### config.mk
export PLATFORM = sky130hd
export DESIGN_NAME = t07_imm_decode_queue
export DESIGN_NICKNAME = d
export VERILOG_FILES = /design/src/rtl/t07_immgen_pkg.sv /design/src/rtl/t07_imm_extract.sv /design/src/rtl/t07_imm_decode_queue.sv
export SDC_FILE = /design/constraint.sdc
export NUM_CORES = 1
export LEC_CHECK = 0
export ABC_AREA = 1
export CAP_MARGIN = 20
export CORE_MARGIN = 2
export CORE_UTILIZATION = 53
export DETAILED_ROUTE_END_ITERATION = 6
export PLACE_DENSITY = 0.81
export SLEW_MARGIN = 30
export SYNTH_ARGS = -nofsm -noshare
export SYNTH_HDL_FRONTEND = slang
export SYNTH_SLANG_ARGS = --single-unit
### constraint.sdc
create_clock -name clk -period 4.68 [get_ports clk]
set_input_delay 0.936 -clock clk [delete_from_list [all_inputs] [get_ports clk]]
set_output_delay 0.936 -clock clk [all_outputs]
set_load 0.005 [all_outputs]
### src/rtl/t07_immgen_pkg.sv
// Shared types for the immediate-decode queue: instruction formats, opcodes, queue entry.
package t07_immgen_pkg;

  typedef enum logic [2:0] {
    FMT_R     = 3'd0,
    FMT_I     = 3'd1,
    FMT_S     = 3'd2,
    FMT_B     = 3'd3,
    FMT_U     = 3'd4,
    FMT_J     = 3'd5,
    FMT_SHAMT = 3'd6,
    FMT_NONE  = 3'd7
  } fmt_t;

  localparam logic [6:0] OP_LOAD   = 7'b0000011;
  localparam logic [6:0] OP_IMM    = 7'b0010011;
  localparam logic [6:0] OP_JALR   = 7'b1100111;
  localparam logic [6:0] OP_SYS    = 7'b1110011;
  localparam logic [6:0] OP_STORE  = 7'b0100011;
  localparam logic [6:0] OP_BRANCH = 7'b1100011;
  localparam logic [6:0] OP_LUI    = 7'b0110111;
  localparam logic [6:0] OP_AUIPC  = 7'b0010111;
  localparam logic [6:0] OP_JAL    = 7'b1101111;
  localparam logic [6:0] OP_REG    = 7'b0110011;

  // Immediate is stored in a separate XLEN-wide array, so the entry stays XLEN-independent.
  typedef struct packed {
    logic [31:0] instr;
    fmt_t        fmt;
    logic        illegal;
  } entry_t;

endpackage

### src/rtl/t07_imm_extract.sv
// Combinational immediate extractor: classifies an RV instruction and builds its XLEN-wide immediate.
module t07_imm_extract
  import t07_immgen_pkg::*;
#(
  parameter int XLEN = 32
) (
  input  logic [31:0]     instr,
  output logic [XLEN-1:0] imm,
  output logic [2:0]      fmt,
  output logic            illegal
);

  logic [6:0] opcode;
  logic [2:0] funct3;
  fmt_t       fmt_d;

  assign opcode = instr[6:0];
  assign funct3 = instr[14:12];
  assign fmt    = fmt_d;

  always_comb begin
    imm     = '0;
    fmt_d   = FMT_NONE;
    illegal = 1'b0;
    case (opcode)
      OP_IMM: begin
        // Shift amount width follows XLEN; instr[30] selects srai and is not part of the value.
        if (funct3 == 3'b001 || funct3 == 3'b101) begin
          fmt_d = FMT_SHAMT;
          if (XLEN == 32) imm = XLEN'(instr[24:20]);
          else            imm = XLEN'(instr[25:20]);
        end else begin
          fmt_d = FMT_I;
          imm   = XLEN'($signed(instr[31:20]));
        end
      end
      OP_LOAD, OP_JALR, OP_SYS: begin
        fmt_d = FMT_I;
        imm   = XLEN'($signed(instr[31:20]));
      end
      OP_STORE: begin
        fmt_d = FMT_S;
        imm   = XLEN'($signed({instr[31:25], instr[11:7]}));
      end
      OP_BRANCH: begin
        fmt_d = FMT_B;
        imm   = XLEN'($signed({instr[31], instr[7], instr[30:25], instr[11:8], 1'b0}));
      end
      OP_LUI, OP_AUIPC: begin
        fmt_d = FMT_U;
        imm   = XLEN'($signed({instr[31:12], 12'b0}));
      end
      OP_JAL: begin
        fmt_d = FMT_J;
        imm   = XLEN'($signed({instr[31], instr[19:12], instr[20], instr[30:21], 1'b0}));
      end
      OP_REG: begin
        fmt_d = FMT_R;
      end
      default: begin
        fmt_d   = FMT_NONE;
        illegal = 1'b1;
      end
    endcase
  end

endmodule

### src/rtl/t07_imm_decode_queue.sv
// Decodes immediates at fetch side and queues them in a DEPTH-entry FIFO toward execute.
// Optional perf counters (perf_pushed, perf_stall) when T07_IMMGEN_PERF_EN is defined.
module t07_imm_decode_queue
  import t07_immgen_pkg::*;
#(
  parameter int XLEN  = 32,
  parameter int DEPTH = 2
) (
  input  logic            clk,
  input  logic            nrst,
  input  logic            flush,
  input  logic            in_valid,
  output logic            in_ready,
  input  logic [31:0]     in_instr,
  output logic            out_valid,
  input  logic            out_ready,
  output logic [31:0]     out_instr,
  output logic [XLEN-1:0] out_imm,
  output logic [2:0]      out_fmt,
  output logic            out_illegal
`ifdef T07_IMMGEN_PERF_EN
  ,
  output logic [31:0]     perf_pushed,
  output logic [31:0]     perf_stall
`endif
);

  localparam int PTR_W = (DEPTH > 1) ? $clog2(DEPTH) : 1;
  localparam int CNT_W = $clog2(DEPTH + 1);

  logic [PTR_W-1:0] rd_ptr, wr_ptr;
  logic [CNT_W-1:0] count;
  entry_t           meta_mem [DEPTH];
  logic [XLEN-1:0]  imm_mem  [DEPTH];

  logic [XLEN-1:0]  dec_imm;
  logic [2:0]       dec_fmt;
  logic             dec_illegal;
  entry_t           wr_entry;
  entry_t           head;
  logic             push, pop;

  t07_imm_extract #(.XLEN(XLEN)) u_extract (
    .instr   (in_instr),
    .imm     (dec_imm),
    .fmt     (dec_fmt),
    .illegal (dec_illegal)
  );

  function automatic logic [PTR_W-1:0] ptr_inc(input logic [PTR_W-1:0] p);
    return (p == PTR_W'(DEPTH - 1)) ? '0 : p + 1'b1;
  endfunction

  assign in_ready  = (count < CNT_W'(DEPTH));
  assign out_valid = (count != '0);
  assign push      = in_valid & in_ready;
  assign pop       = out_valid & out_ready;

  assign wr_entry.instr   = in_instr;
  assign wr_entry.fmt     = fmt_t'(dec_fmt);
  assign wr_entry.illegal = dec_illegal;

  always_ff @(posedge clk) begin
    if (!nrst) begin
      rd_ptr <= '0;
      wr_ptr <= '0;
      count  <= '0;
    end else if (flush) begin
      rd_ptr <= '0;
      wr_ptr <= '0;
      count  <= '0;
    end else begin
      if (push) wr_ptr <= ptr_inc(wr_ptr);
      if (pop)  rd_ptr <= ptr_inc(rd_ptr);
      case ({push, pop})
        2'b10:   count <= count + 1'b1;
        2'b01:   count <= count - 1'b1;
        default: count <= count;
      endcase
    end
  end

  // Storage needs no reset: out_valid masks every head read.
  always_ff @(posedge clk) begin
    if (push) begin
      meta_mem[wr_ptr] <= wr_entry;
      imm_mem[wr_ptr]  <= dec_imm;
    end
  end

  assign head        = meta_mem[rd_ptr];
  assign out_instr   = out_valid ? head.instr       : '0;
  assign out_imm     = out_valid ? imm_mem[rd_ptr]  : '0;
  assign out_fmt     = out_valid ? head.fmt         : FMT_R;
  assign out_illegal = out_valid ? head.illegal     : 1'b0;

`ifdef T07_IMMGEN_PERF_EN
  // Counters survive flush; only reset clears them.
  always_ff @(posedge clk) begin
    if (!nrst) begin
      perf_pushed <= '0;
      perf_stall  <= '0;
    end else begin
      if (push && perf_pushed != '1)
        perf_pushed <= perf_pushed + 1'b1;
      if (in_valid && !in_ready && perf_stall != '1)
        perf_stall <= perf_stall + 1'b1;
    end
  end
`endif

endmodule
Word-level counts from Yosys, hierarchy flattened
Memory sizes are Yosys's and may differ from the RTL's. A register that Yosys moved wholly into a read port is not among the register bits.
Cells that the tools add are included.
{"block": "totals", "out_inout_bits": 70, "ff_bits": 4, "word_cells": 52, "n_memories": 2, "input_bits": 37, "ram_bits": 136}
{"memory": "meta_mem", "words": 2, "word_bits": 36, "rd": 1, "rd_clocked_by_memory_dff": 1, "write_ports": 1, "line": "t07_imm_decode_queue.sv:33", "text": "entry_t meta_mem [DEPTH];"}
{"memory": "imm_mem", "words": 2, "word_bits": 32, "rd": 1, "rd_clocked_by_memory_dff": 1, "write_ports": 1, "line": "t07_imm_decode_queue.sv:34", "text": "logic [XLEN-1:0] imm_mem [DEPTH];"}
{"block": "classes", "n_mux": 18, "add_sub_neg": 4, "bitwise_logic": 3, "magnitude_cmp": 1, "n_reduce_logical": 7, "eq_ne": 14}
{"op": "32-bit one-hot mux with 6 select lines", "count": 1}
{"op": "32-bit 2-to-1 mux", "count": 3}
{"op": "7-bit equality test (second input constant)", "count": 4}
{"op": "7-bit by 6-bit equality test with 1-bit output (second input constant)", "count": 3}
{"op": "3-bit one-hot mux with 7 select lines", "count": 1}
{"op": "7-bit by 5-bit equality test with 1-bit output (second input constant)", "count": 2}
{"op": "1-bit 2-to-1 mux", "count": 10}
{"op": "10-bit OR reduction", "count": 1}
{"op": "7-bit by 2-bit equality test with 1-bit output (second input constant)", "count": 1}
{"op": "3-bit 2-to-1 mux", "count": 2}
{"op": "2-bit one-hot mux with 2 select lines", "count": 1}
{"op": "2-bit nonzero test", "count": 2}
{"op": "2-bit OR reduction", "count": 2}
{"op": "3-bit by 1-bit equality test with 1-bit output (second input constant)", "count": 1}
{"op": "3-bit equality test (second input constant)", "count": 1}
{"op": "3-bit OR reduction", "count": 1}
{"op": "1-bit adder (second input constant)", "count": 2}
{"op": "2-bit by 1-bit adder with 2-bit output (second input constant)", "count": 1}
{"op": "1-bit bitwise AND", "count": 2}
{"op": "2-bit by 1-bit equality test with 1-bit output (second input constant)", "count": 1}
{"op": "2-bit equality test (second input constant)", "count": 1}
{"op": "2-bit < comparator (second input constant)", "count": 1}
{"op": "2-bit by 1-bit subtractor with 2-bit output (second input constant)", "count": 1}
{"op": "1-bit logical OR", "count": 1}
{"op": "1-bit inverter", "count": 1}

Logic depth before layout (Yosys ltp)
{"block": "depth", "ltp_word": 4, "mapped_depth": 10, "ltp_nobuf": 10}

By module
From an unflattened synthesis, not the netlist that was laid out.
{"block": "unflattened", "hier_cells": 567, "hier_area_um2": 6127.1}
{"module": "t07_imm_decode_queue", "area_per_inst_um2": 5377.7, "seq_area_each_um2": 4184.0, "cells_per_inst": 399, "instances": 1}
{"module": "t07_imm_extract", "area_per_inst_um2": 749.5, "seq_area_each_um2": 0.0, "cells_per_inst": 168, "instances": 1}

Least setup slack after synthesis
No wires, ideal clock.
{"block": "synth_timing", "kind": "input to register", "start": "in in_valid", "end": "mem imm_mem[1][0] (enable)", "stages": 2, "arrival_time_ps": 3892, "slack_ps": 292, "t_required_ps": 4184, "n_path_buf": 0, "setup_ps": 496, "cell_sequence": "nand2_1 -> nor2_1"}
{"block": "synth_via", "elab_chain_cells": 3}
{"element": "start, declared", "line": "t07_imm_decode_queue.sv:12", "text": "input logic in_valid,"}
{"element": "1-bit bitwise AND", "line": "t07_imm_decode_queue.sv:56", "text": "assign push = in_valid & in_ready;"}
{"element": "1-bit 2-to-1 mux", "line": "t07_imm_decode_queue.sv:85", "text": "if (push) begin"}
{"element": "1-bit 2-to-1 mux (implied by the code)", "line": "t07_imm_decode_queue.sv:87", "text": "imm_mem[wr_ptr] <= dec_imm;"}
{"element": "end, declared", "line": "t07_imm_decode_queue.sv:34"}
No other way between the ends.

Final worst setup path
{"block": "layout_timing", "start": "reg count[0]", "end": "out out_fmt[1]"}
{"block": "layout_via", "elab_chain_cells": 2}
{"element": "start, declared", "line": "t07_imm_decode_queue.sv:32", "text": "logic [CNT_W-1:0] count;"}
{"element": "start signal, assigned", "line": "t07_imm_decode_queue.sv:76", "text": "2'b10: count <= count + 1'b1;"}
{"element": "start signal, assigned", "line": "t07_imm_decode_queue.sv:77", "text": "2'b01: count <= count - 1'b1;"}
{"element": "start signal, assigned", "line": "t07_imm_decode_queue.sv:78", "text": "default: count <= count;"}
{"element": "2-bit nonzero test", "line": "t07_imm_decode_queue.sv:55", "text": "assign out_valid = (count != '0);"}
{"element": "3-bit 2-to-1 mux", "line": "t07_imm_decode_queue.sv:94", "text": "assign out_fmt = out_valid ? head.fmt : FMT_R;"}
{"element": "end, declared", "line": "t07_imm_decode_queue.sv:19", "text": "output logic [2:0] out_fmt,"}
No other way between the ends.

==> metrics.log <==
[metrics] number of endpoints failing setup at the final stage: 0
[metrics] diodes inserted: 0
[metrics] gr ovfl total: 0
[metrics] post-synthesis sequential element count: 141
[metrics] commonest non-fill, non-tap cells in the layout: 206 x sky130_fd_sc_hd__nand2_1, 136 x sky130_fd_sc_hd__edfxtp_1, 106 x sky130_fd_sc_hd__clkdlybuf4s50_1, 83 x sky130_fd_sc_hd__a21oi_1, 50 x sky130_fd_sc_hd__nor2_1
[metrics] Via-to-Cell Ratio: 5.60
[metrics] final estimated routing congestion in global placement: 0.818
[metrics] final number of hold-violating endpoints: 0
[metrics] launching element type of the critical path: flop
[metrics] top achievable clock speed: 0.294 GHz
[metrics] Least-Margin Pin Slew: 0.901 ns
[metrics] Placeable Area: 11400 µm²
[metrics] Static Leakage: approximately 3.0 nW
[metrics] DRC: 0
[metrics] compound-gate portion of the synthesized area: 0.0724
[metrics] initial antenna violation count: 0
[metrics] quantity of gates resized following cts: 0
[metrics] overall track demand over capacity in global routing: 0.235
[metrics] switching power: 0.000656 W
[metrics] Internal Power: about 0.0025 W
[metrics] final clock skew: ~0.0033 ns
[metrics] non-filler instance count after layout: 862
[metrics] Cell Area, Synth: 6210 µm²
[metrics] Hold/Removal Path Class: flop to flop
[metrics] Port-buffer cells: 106
[metrics] total of max-cap violations: 0
[metrics] number of buffers inserted during clock tree synthesis: 17
[metrics] area share of xor/xnor cells in the synthesized design: 0
[metrics] power density relative to cell area: 391 nW/µm²
[metrics] worst slack, placed: 1.28 ns
[metrics] Die X-Extent: 112 µm
[metrics] Die Y: ~110 µm
[metrics] die area: 12600 µm²
[metrics] post-synthesis share of cell area spent on and, or, nand and nor gates: 0.209
[metrics] Skew-Pair Late Insertion Delay: 0.41 ns
[metrics] most common cell after layout, fill and taps aside: sky130_fd_sc_hd__nand2_1
[metrics] Synth Warn #: 0
[metrics] main combinational cell family by area after synthesis: simple AND/OR/NAND/NOR gates
[metrics] switching share of power: 0.208
[metrics] reg-to-reg slack, setup: between 2 and 3 ns
[metrics] type of the worst setup path: flop to output pin
[metrics] min setup slack post-route: 1.28 ns
[metrics] total half-perimeter wirelength after legalization and detailed placement: approximately 9000 µm
[metrics] max-slew violation count: 0
[metrics] synthesized netlist cell count: about 610
[metrics] startpoint of the most critical hold path: rd_ptr
[metrics] post-synth net total: 645
[metrics] proportion of power drawn by flip-flops and latches: 0.463
[metrics] critical path peak fanout: 46
[metrics] starting density of the core: 0.544
[metrics] final worst-path cycle share: 0.726
[metrics] clock transition time at the flip-flop clock pins of the worst setup and hold paths: 0.06 ns
[metrics] TritonCTS sink count: approximately 140
[metrics] final routed wirelength across all metal layers: approximately 15000 µm
[metrics] result of the run: completed
[metrics] count of vias placed by the detailed router: about 4800
[metrics] remaining max-slew budget at the tightest pin: 0.398
[metrics] cell row count: 39
[metrics] combinational fraction of design power: 0.079
[metrics] Setup crit start: count[0]
[metrics] Mapped Avg Cell Area: a little over 10 µm²
[metrics] capturing element type of the critical path: output pin
[metrics] final total negative setup slack: 0 ns
[metrics] maximum clock insertion buffer count: 2
[metrics] number of nets with antenna violations after detailed routing: 0
[metrics] Filler cells: 777
[metrics] min Tclk post-route: 3.40 ns
[metrics] VDD IR max: 0.299 mV
[metrics] layout cells sized above 1: 0.0751
[metrics] arrival time of the worst setup path: around 2.5 ns
[metrics] Root Buffer Master: sky130_fd_sc_hd__clkbuf_16
[metrics] Reg-to-Reg Start: count[1]
[metrics] via count of the first global-routing pass: approximately 4700
[metrics] first-pass GRT wire length: 22800 µm
[metrics] maximum number of pins on one net before global-route repair: 69
[metrics] Req. time, crit path: 3.74 ns
[metrics] synth unique cells: 23
[metrics] boundary pin count: about 110
[metrics] adder and majority cell fraction of the synthesized area: 0.00202
[metrics] share of power burned in the clock network: 0.458
[metrics] Cells after DPL: 829
[metrics] level count of the clock H-tree: 4
[metrics] Area growth, synth to finish: 29.7%
[metrics] buffers inserted by post-CTS timing repair: 0
[metrics] routed wirelength normalized by instance count: about 17 µm
[metrics] DRC violation total after the first TritonRoute iteration: 373
[metrics] unrepaired setup endpoints after global routing: false
[metrics] net count reported at finish: 744
[metrics] post-synthesis mux area share: 0
[metrics] proportion of synthesized chip area in sequential cells: 0.674
[metrics] clock tree from TritonCTS: built
[metrics] hold bufs inserted after CTS: 0
[metrics] number of optimization iterations in the first detailed-route pass: 5
## cells in the mapped netlist (all sizes together)
master / n / area share
nor2: 56 / 0.035
inv: 28 / 0.017
buf: 15 / 0.015
ha: 1 / 0.0020
clkbuf: 17 / 0.010
nand4: 6 / 0.0060
o21ai: 5 / 0.0040
nand2: 209 / 0.13
edfxtp: 136 / 0.66
or2: 2 / 0.0020
nand3b: 4 / 0.0048
dfxtp: 5 / 0.016
nand3: 36 / 0.031
a21oi: 84 / 0.068
nor3: 3 / 0.0024
## power groups by stage
stage	Sequential [W]	Clock, W	Combinational (W)
global placement	0.00148	0	0.000233
global route	0.00146	0.00150	0.000268
CTS	0.00146	0.00146	0.000244
detailed placement	0.00148	0	0.000241
floorplan	0.00149	0	0.000103
finish	0.00146	0.00144	0.000248
## cells by family (layout without fill, tap and decap cells)
logic type | Yosys count | in the layout
buffers and inverters | 60 | 172
AND/OR/NAND/NOR | 316 | 316
flip-flops | 141 | 141
adder cells (fa/ha/maj) | 1 | 1
AO/OA/AOI/OAI | 89 | 89
## worst paths after layout
kind | endpoint | cells after the start
max | out_fmt[1] | 4
min | flop | 2
min reg2reg | flop | 2
max reg2reg | imm_mem[1][23] | 4
## area by class of cell
type,instances,area [µm²],share of cell area
sequential,141,4190,0.520
multi-input combinational,406,1780,0.222
timing repair buffer,112,1150,0.143
clock buffer,17,425,0.0528
clock inverter,15,219,0.0272
tap,143,179,0.0222
inverter,28,108,0.0134
## routing by layer
layer | part of all wire | GRT usage
met4 | 0.026 | 0.114
met2 | 0.51 | 0.396
met3 | 0.081 | 0.0529
met1 | 0.38 | 0.287
met5 | 0 | 0
## worst max-delay path, stage by stage, from the launching register on
cell                              delay [ns]
sky130_fd_sc_hd__dfxtp_1                0.36
sky130_fd_sc_hd__nor2_4                 0.48
sky130_fd_sc_hd__buf_4                  0.56
sky130_fd_sc_hd__a21oi_1                0.15
sky130_fd_sc_hd__clkdlybuf4s50_1        0.48
## stage by stage
stage | instance area (µm²) | hold slack (ns) | util | power [W]
2_1_floorplan | 6210 | 0.461 | - | 0.00159
3_3_place_gp | 7370 | 0.462 | 0.646 | 0.00171
3_5_place_dp | 7380 | 0.477 | 0.646 | 0.00173
4_1_cts | 8020 | 0.488 | 0.703 | 0.00316
5_1_grt | 8050 | 0.536 | 0.705 | 0.00323
6_report | 8050 | 0.491 | 0.705 | 0.00315
## flip-flops by register name, summed over array words and instances, names as in the netlist, named ones only
signal,cells
count,2
imm_mem,64
meta_mem,72
rd_ptr,1
wr_ptr,1
(Power assumes the default switching activity.)
